$ cat config.mk
export PLATFORM = sky130hd
export DESIGN_NAME = miner_header_loader
export DESIGN_NICKNAME = d
export VERILOG_FILES = /design/src/rtl/miner_pkg.sv /design/src/rtl/miner_bswap32.sv /design/src/rtl/miner_header_loader.sv
export SDC_FILE = /design/constraint.sdc
export NUM_CORES = 2
export LEC_CHECK = 0
export CAP_MARGIN = 25
export CELL_PAD_IN_SITES_DETAIL_PLACEMENT = 0
export CELL_PAD_IN_SITES_GLOBAL_PLACEMENT = 2
export CORE_MARGIN = 2
export CORE_UTILIZATION = 36
export CTS_BUF_LIST = sky130_fd_sc_hd__clkbuf_16
export DETAILED_ROUTE_END_ITERATION = 12
export MAX_ROUTING_LAYER = met4
export PLACE_DENSITY = 0.82
export REMOVE_ABC_BUFFERS = 1
export SLEW_MARGIN = 20
export SYNTH_ARGS = -nofsm -noshare
export SYNTH_HDL_FRONTEND = slang
export SYNTH_SLANG_ARGS = --single-unit
$ cat constraint.sdc
create_clock -name clk -period 2.2 [get_ports clk]
set_input_delay 0.44 -clock clk [delete_from_list [all_inputs] [get_ports clk]]
set_output_delay 0.44 -clock clk [all_outputs]
set_load 0.1 [all_outputs]
$ cat src/rtl/miner_pkg.sv
// Shared definitions for the miner job path.
// Holds header geometry constants and the header loader state encoding.
package miner_pkg;

   localparam int HDR_WORDS  = 20;
   localparam int BLK1_WORDS = 16;
   localparam int TAIL_WORDS = 3;
   localparam int NONCE_IDX  = 19;
   localparam int IDX_W      = 5;

   typedef enum logic [1:0] {
      IDLE = 2'd0,
      LOAD = 2'd1,
      PEND = 2'd2
   } loader_state_e;

endpackage

$ cat src/rtl/miner_bswap32.sv
// Purely combinational 32-bit byte reverser.
// Ports:
//   data_i : input word, byte 0 at [7:0]
//   data_o : same word with byte order reversed
module miner_bswap32 (
   input  logic [31:0] data_i,
   output logic [31:0] data_o
);

   assign data_o = {data_i[7:0], data_i[15:8], data_i[23:16], data_i[31:24]};

endmodule

$ cat src/rtl/miner_header_loader.sv
// Assembles a 20-word (80-byte) block header received over a valid/ready
// stream into the first SHA-256 block, the 96-bit tail and the starting nonce.
// Words are collected in a shadow buffer; a complete header is committed to
// the output registers in a single cycle so the hash pipeline never sees a
// partially updated job.
//
// Build option:
//   MINER_HDR_BSWAP_EN - when defined, each accepted word is byte-reversed
//                        before storage (little-endian host stream to
//                        big-endian SHA-256 words).
//
// Ports:
//   clk, rst_n       : clock, asynchronous active-low reset
//   in_data_i        : header word
//   in_sof_i         : marks header word 0
//   in_valid_i       : word valid
//   in_ready_o       : loader can accept a word (low only while a job waits)
//   job_hold_i       : core busy, defers commit of a completed header
//   block1_fixed_o   : header words 0..15, word 0 at [511:480]
//   tail_fixed_o     : header words 16..18, word 16 at [95:64]
//   nonce_start_o    : header word 19
//   job_valid_o      : at least one job committed since reset
//   job_new_o        : one-cycle pulse per commit
//   job_cnt_o        : committed jobs, wrapping
//   sof_err_cnt_o    : framing errors, saturating
//
// state | meaning
// ------+-----------------------------------------------------------
// IDLE  | waiting for a word with sof; non-sof words are framing errors
// LOAD  | collecting words 1..19 into the shadow buffer
// PEND  | full header held in shadow, waiting for job_hold_i low to commit
module miner_header_loader
   import miner_pkg::*;
#(
   parameter int ERR_W = 8,
   parameter int JOB_W = 16
) (
   input  logic               clk,
   input  logic               rst_n,
   input  logic [31:0]        in_data_i,
   input  logic               in_sof_i,
   input  logic               in_valid_i,
   output logic               in_ready_o,
   input  logic               job_hold_i,
   output logic [511:0]       block1_fixed_o,
   output logic [95:0]        tail_fixed_o,
   output logic [31:0]        nonce_start_o,
   output logic               job_valid_o,
   output logic               job_new_o,
   output logic [JOB_W-1:0]   job_cnt_o,
   output logic [ERR_W-1:0]   sof_err_cnt_o
);

   loader_state_e                state_q, state_d;
   logic [IDX_W-1:0]             idx_q, idx_d;
   logic [31:0]                  shadow_q [HDR_WORDS];
   logic [31:0]                  shadow_d [HDR_WORDS];
   logic [BLK1_WORDS*32-1:0]     block1_q, block1_d;
   logic [TAIL_WORDS*32-1:0]     tail_q, tail_d;
   logic [31:0]                  nonce_q, nonce_d;
   logic                         job_valid_q, job_valid_d;
   logic                         job_new_q, job_new_d;
   logic [JOB_W-1:0]             job_cnt_q, job_cnt_d;
   logic [ERR_W-1:0]             err_cnt_q, err_cnt_d;

   logic [31:0]                  word_in;
   logic                         accept;

`ifdef MINER_HDR_BSWAP_EN
   miner_bswap32 u_bswap (
      .data_i (in_data_i),
      .data_o (word_in)
   );
`else
   assign word_in = in_data_i;
`endif

   assign in_ready_o = (state_q != PEND);
   assign accept     = in_valid_i && in_ready_o;

   always_comb begin
      state_d     = state_q;
      idx_d       = idx_q;
      shadow_d    = shadow_q;
      block1_d    = block1_q;
      tail_d      = tail_q;
      nonce_d     = nonce_q;
      job_valid_d = job_valid_q;
      job_new_d   = 1'b0;
      job_cnt_d   = job_cnt_q;
      err_cnt_d   = err_cnt_q;

      case (state_q)
         IDLE: begin
            idx_d = '0;
            if (accept) begin
               if (in_sof_i) begin
                  shadow_d[0] = word_in;
                  idx_d       = IDX_W'(1);
                  state_d     = LOAD;
               end else if (err_cnt_q != '1) begin
                  err_cnt_d = err_cnt_q + ERR_W'(1);
               end
            end
         end

         LOAD: begin
            if (accept) begin
               if (in_sof_i) begin
                  // Truncated header: restart from this word as word 0.
                  if (err_cnt_q != '1) begin
                     err_cnt_d = err_cnt_q + ERR_W'(1);
                  end
                  shadow_d[0] = word_in;
                  idx_d       = IDX_W'(1);
               end else begin
                  shadow_d[idx_q] = word_in;
                  if (idx_q == IDX_W'(NONCE_IDX)) begin
                     idx_d   = '0;
                     state_d = PEND;
                  end else begin
                     idx_d = idx_q + IDX_W'(1);
                  end
               end
            end
         end

         PEND: begin
            if (!job_hold_i) begin
               for (int i = 0; i < BLK1_WORDS; i++) begin
                  block1_d[(BLK1_WORDS-1-i)*32 +: 32] = shadow_q[i];
               end
               for (int i = 0; i < TAIL_WORDS; i++) begin
                  tail_d[(TAIL_WORDS-1-i)*32 +: 32] = shadow_q[BLK1_WORDS+i];
               end
               nonce_d     = shadow_q[NONCE_IDX];
               job_valid_d = 1'b1;
               job_new_d   = 1'b1;
               job_cnt_d   = job_cnt_q + JOB_W'(1);
               state_d     = IDLE;
            end
         end

         default: begin
            state_d = IDLE;
            idx_d   = '0;
         end
      endcase
   end

   always_ff @(posedge clk or negedge rst_n) begin
      if (!rst_n) begin
         state_q     <= IDLE;
         idx_q       <= '0;
         for (int i = 0; i < HDR_WORDS; i++) begin
            shadow_q[i] <= '0;
         end
         block1_q    <= '0;
         tail_q      <= '0;
         nonce_q     <= '0;
         job_valid_q <= 1'b0;
         job_new_q   <= 1'b0;
         job_cnt_q   <= '0;
         err_cnt_q   <= '0;
      end else begin
         state_q     <= state_d;
         idx_q       <= idx_d;
         shadow_q    <= shadow_d;
         block1_q    <= block1_d;
         tail_q      <= tail_d;
         nonce_q     <= nonce_d;
         job_valid_q <= job_valid_d;
         job_new_q   <= job_new_d;
         job_cnt_q   <= job_cnt_d;
         err_cnt_q   <= err_cnt_d;
      end
   end

   assign block1_fixed_o = block1_q;
   assign tail_fixed_o   = tail_q;
   assign nonce_start_o  = nonce_q;
   assign job_valid_o    = job_valid_q;
   assign job_new_o      = job_new_q;
   assign job_cnt_o      = job_cnt_q;
   assign sof_err_cnt_o  = err_cnt_q;

endmodule

# [Word level (Yosys, flattened, before mapping)]
# Cells that the tools add are included.
[op_classes] n_mux=30 n_addsub=3 order_cmp=2 n_eq_ne=13 n_reduce_logical=10 bitwise=4
[op_table] operator="$bwmux 640" n=1
[op_table] operator="$mux 640" n=1
[op_table] operator="$mux 608" n=1
[op_table] operator="$demux 32 s5" n=1
[op_table] operator="$mux 32" n=4
[op_table] operator="$pmux 32 s2" n=1
[op_table] operator="$mux 8" n=5
[op_table] operator="$ne 2x2->1 const B" n=9
[op_table] operator="$add 16x1->16 const B" n=1
[op_table] operator="$pmux 8 s2" n=1
[op_table] operator="$mux 5" n=3
[op_table] operator="$pmux 5 s3" n=1
[op_table] operator="$mux 2" n=6
[op_table] operator="$add 8x1->8 const B" n=1
[op_table] operator="$ne 8x8->1 const B" n=1
[op_table] operator="$ge 6x6->1 const B" n=1
[op_table] operator="$lt 6x1->1 const B" n=1
[op_table] operator="$not 5->6" n=1
[op_table] operator="$pmux 2 s3" n=1
[op_table] operator="$reduce_and 6->1" n=1
[op_table] operator="$add 5x1->5 const B" n=1
[op_table] operator="$eq 5x5->1 const B" n=1
[op_table] operator="$reduce_and 5->1" n=1
[op_table] operator="$mux 1" n=4
[op_table] operator="other kinds (9)" n=13
[totals] ff_bits=1313 wordCells=91

# [Logic depth before layout (Yosys ltp)]
[depth] depth_word=9 depth_mapped=7 mapped_depth_nobuf=5

# [Worst setup path after synthesis]
# No wires, ideal clock.
[synth_path] path_type="register -> register" start="reg state_q[0]" end="reg idx_q[2]" setup_ns=0.069 setup_slack_ns=-0.305 stages_incl_launch_ff=5 path_buffers=0 arrival_time_ns=2.436 required_ns=2.131 synth_period_minus_slack_ns=2.505 path_cell_list="dfrtp_1 nand2b_1 o21ai_0 or4b_2 nand3_1"
[synth_via] elab_chain_cells=4 elab_cells_between_ends=9 cone_classes="eq/ne (4); mux (1); bitwise (1); reduce/logical (3)"
[synth_rtl] element="start: declaration" line_no="miner_header_loader.sv:54" source="loader_state_e state_q, state_d;"
[synth_rtl] element="start signal: assignment" line_no="miner_header_loader.sv:166" source="state_q <= state_d;"
[synth_rtl] element="$ne 2x2->1" line_no="miner_header_loader.sv:78" source="assign in_ready_o = (state_q != PEND);"
[synth_rtl] element="via in_ready_o" line_no="miner_header_loader.sv:43" source="output logic in_ready_o,"
[synth_rtl] element="$logic_and 1x1->1" line_no="miner_header_loader.sv:79" source="assign accept = in_valid_i && in_ready_o;"
[synth_rtl] element="$ne 2x2->1 (no line)"
[synth_rtl] element="$reduce_and 2->1 (no line)"
[synth_rtl] element="end signal: assignment" line_no="miner_header_loader.sv:167" source="idx_q <= idx_d;"
[synth_rtl] element="end: declaration" line_no="miner_header_loader.sv:55" source="logic [IDX_W-1:0] idx_q, idx_d;"
# The timed path passes the listed nets, and every way through them passes these cells.
# A chain may end at the register's enable or synchronous reset.

# [Worst setup path after layout]
[layout_path] start="reg state_q[0]" end="out in_ready_o"
[layout_via] elab_chain_cells=1
[layout_rtl] element="$ne 2x2->1" line_no="miner_header_loader.sv:78"
[layout_rtl] element="end: declaration" line_no="miner_header_loader.sv:43"
# Every way passes these cells.

==> impl_metrics.ini <==
[placement]
dpl.hpwl_um = 100000
placed_cell_area_mm2 = 0.0588
io_buffer_count = 703
pre_cts_ws_ns = -0.323
routabilityCongestion = 0.793

[clock_tree]
clk_latency_ns = 0.78
cts_max_path_buffers = 3
cts_tree = built
postCtsSetupBuffers = 0
clock-sinks = 1313
path_clk_slew_ns = 0.06
htreeDepth = 4
cts_root_buffer = clkbuf_16
numCtsBuffers = 142

[timing]
slew_violations = 0
setup_viol = 0
fin_skew_ns = 0.0309
rsz0062_at_grt = false
max_clock_freq_ghz = 0.469
post-route-period-util_pct = 96.8
layout_setup_ws_ns = 0.0697
tns_ns = 0
tightest_slew_ns = 0.742
max-slew-margin-rel_pct = 50.3
layout_min_cycle_time_ns = 2.13
finalHoldViolCount = 0

[pwr]
switching_share_pct = 24.5
leakagePower_nw = 35.2
switching_power_mw = 13.4
p_total_mw = 54.9
power_frac_comb_pct = 8.4
ir_drop_uv = 800
p_clk_share_pct = 41.1
powerDensity_mw_per_mm2 = 868
p_int_mw = 41.4
pwr-share-seq_pct = 50.5

[logic_synthesis]
ys_seq_area_share_pct = 66.5
ys.warnings.count = 0
synthDistinctLibCells = 40
synthDominantCellAreaShare_pct = 66.5
ys_ff_latch = 1313
synth_top_cell_by_area = dfrtp_1
synth_area_mm2 = 0.0494
syn_inst = 4292
synth_most_common_cell = nand2_1
yosys-top-cells-area = dfrtp_1 (67%), nand2_1 (15%), mux2_2 (15%)
synthArstFlopShare_pct = 100
syn_avg_cell_area_um2 = 11.5
synth_edf_count = 0
synthTopCellsByCount = nand2_1 (1960), dfrtp_1 (1313), mux2_2 (636)
ys.flop_type = dfrtp_1

[floorplan]
die-area_mm2 = 0.140
core_mm2 = 0.136
die_h_um = 374
rows = 135
fp.dieW_um = 374
io_pins = 704
start_util_pct = 36.4

[finish]
multi_input_area_mm2 = 0.0155
utilization_pct = 46.5
nets = 5123
drive_gt1_share_pct = 33.1
syn2layout_area_growth_pct = 28.0
fin_area_mm2 = 0.0632
n_fill_cell = 12700
ff_latch_area_mm2 = 0.0329

[worst_setup_path]
critPathRequiredTime_ns = 1.76
critPathBufInv = 1
cp_cell_sequence = nand2b_4 -> buf_12
criticalPathCategory = reg2out
slowest_delay_ns = 0.49
critPathMaxFanout = 8
startpoint_type = flip-flop
crit_slowest_cell = dfrtp_1
crit_family = flip-flops
cp.arrival_ns = 1.69
cp-end-kind = primary output

[routing]
routed_wl_um = 151000
antenna_left = 0
routed_via_density = 4.81
wl_per_cell_um = 21.7
wl_met1_um = 70100
highest_layer = met4
num_vias = 33500
dr_wl_met3_um = 7950
drtIter0Drc = 2442
drt_drc_violations_left = 0
dr.pass1.iters = 5
route.met2.wl_um = 69300

[global_routing]
first_global_vias = 33900
grt_max_degree = 108
grt_first_pass_wirelength_um = 226000
grt-ovfl-total = 0
grt.total_usage_pct = 22.2
grt_antenna_before_repair = 4

[run]
cap_viol_max_count = 0

[status]
status = complete, no violations

[min_path]
hp-class = in2async
[worst paths after layout]
check                                       to  depth (start not counted)  slack [ns]           from
max in group asynchronous        shadow_q[635]                          4        1.00          rst_n
min                        block1_fixed_o[101]                          2        0.21          rst_n
min reg2reg                 block1_fixed_o[28]                          2        0.44  shadow_q[156]
max                                 in_ready_o                          2        0.07     state_q[0]
max reg2reg                 block1_fixed_o[60]                          5        0.09     state_q[1]
min in group clk                    state_q[1]                          3        0.38     job_hold_i
[power by group through the flow]
stage	Combinational, mW	Sequential (mW)	Clock (mW)
floorplan	2.37	28.3	0
global placement	4.54	28.0	0
CTS	4.68	27.7	23.1
detailed placement	4.67	28.1	0
finish	4.58	27.7	22.5
global route	5.00	28.0	24.1
[cells in the final DEF, fill, tap and decap left out, types with 5 or more instances in the layout]
master / count
dfrtp_1: 1313
bufinv_16: 5
buf_12: 102
clkinv_1: 31
and3_1: 7
ha_1: 6
inv_1: 51
nand2_4: 19
nand2_1: 1941
clkbuf_16: 147
nand3_1: 7
xnor2_1: 8
o21ai_0: 6
mux2_2: 636
mux2_1: 7
nor3_1: 6
nor2_1: 7
nand2b_1: 7
xor2_1: 11
clkdlybuf4s50_1: 35
clkinv_2: 10
buf_4: 776
[through the flow]
step | hold WS [ns] | instances
finish | 0.208 | 6968
global route | 0.195 | 6968
CTS | 0.196 | 6967
detailed placement | 0.368 | 6716
global placement | 0.371 | 6716
floorplan | 0.144 | 4021
[kinds of logic after synthesis]
group | count (synthesis) | synth area share [%]
buffers and inverters | 277 | 2.43
muxes | 644 | 14.7
AOI/OAI and AO/OA | 15 | 0.190
adders and majority gates | 6 | 0.152
xor gates and xnor gates | 19 | 0.337
and+or+nand+nor | 2018 | 15.7
DFF | 1313 | 66.5
[worst reg2reg max path, cell delays in order (launching register included)]
cell and delay, ns:
dfrtp_1 0.54, or3b_4 0.60, inv_16 0.22, buf_4 0.36, nand2_1 0.22, nand2_1 0.11
[sequential cells by signal (all words and copies together), names as in the netlist]
signal,flops
block1_fixed_o,512
job_new_o,1
shadow_q,640
job_valid_o,1
idx_q,5
sof_err_cnt_o,8
nonce_start_o,32
state_q,2
tail_fixed_o,96
job_cnt_o,16
[routing by layer]
metal	track usage [%]	vias to the layer above
met3	4.22	225
li1	-	15300
met5	-	-
met2	33.0	889
met4	6.81	0
met1	30.9	17100
[area by class of cell]
| class | count | share of cell area, % |
|---|---|---|
| Timing Repair Buffer | 915 | 13.1 |
| Sequential cell | 1313 | 52.0 |
| Clock buffer | 147 | 5.82 |
| Multi-Input combinational cell | 2702 | 24.5 |
| Inverter | 6 | 0.0614 |
| Clock inverter | 103 | 1.03 |
| Tap cell | 1781 | 3.53 |
| Antenna cell | 1 | 0.00396 |
[timing repair]
action,CTS,global route
hold buffers,1,0
gates resized for setup,2,0
endpoints found under the setup margin,1,0
endpoints found under the hold margin,352,0
(Power assumes the default switching activity.)
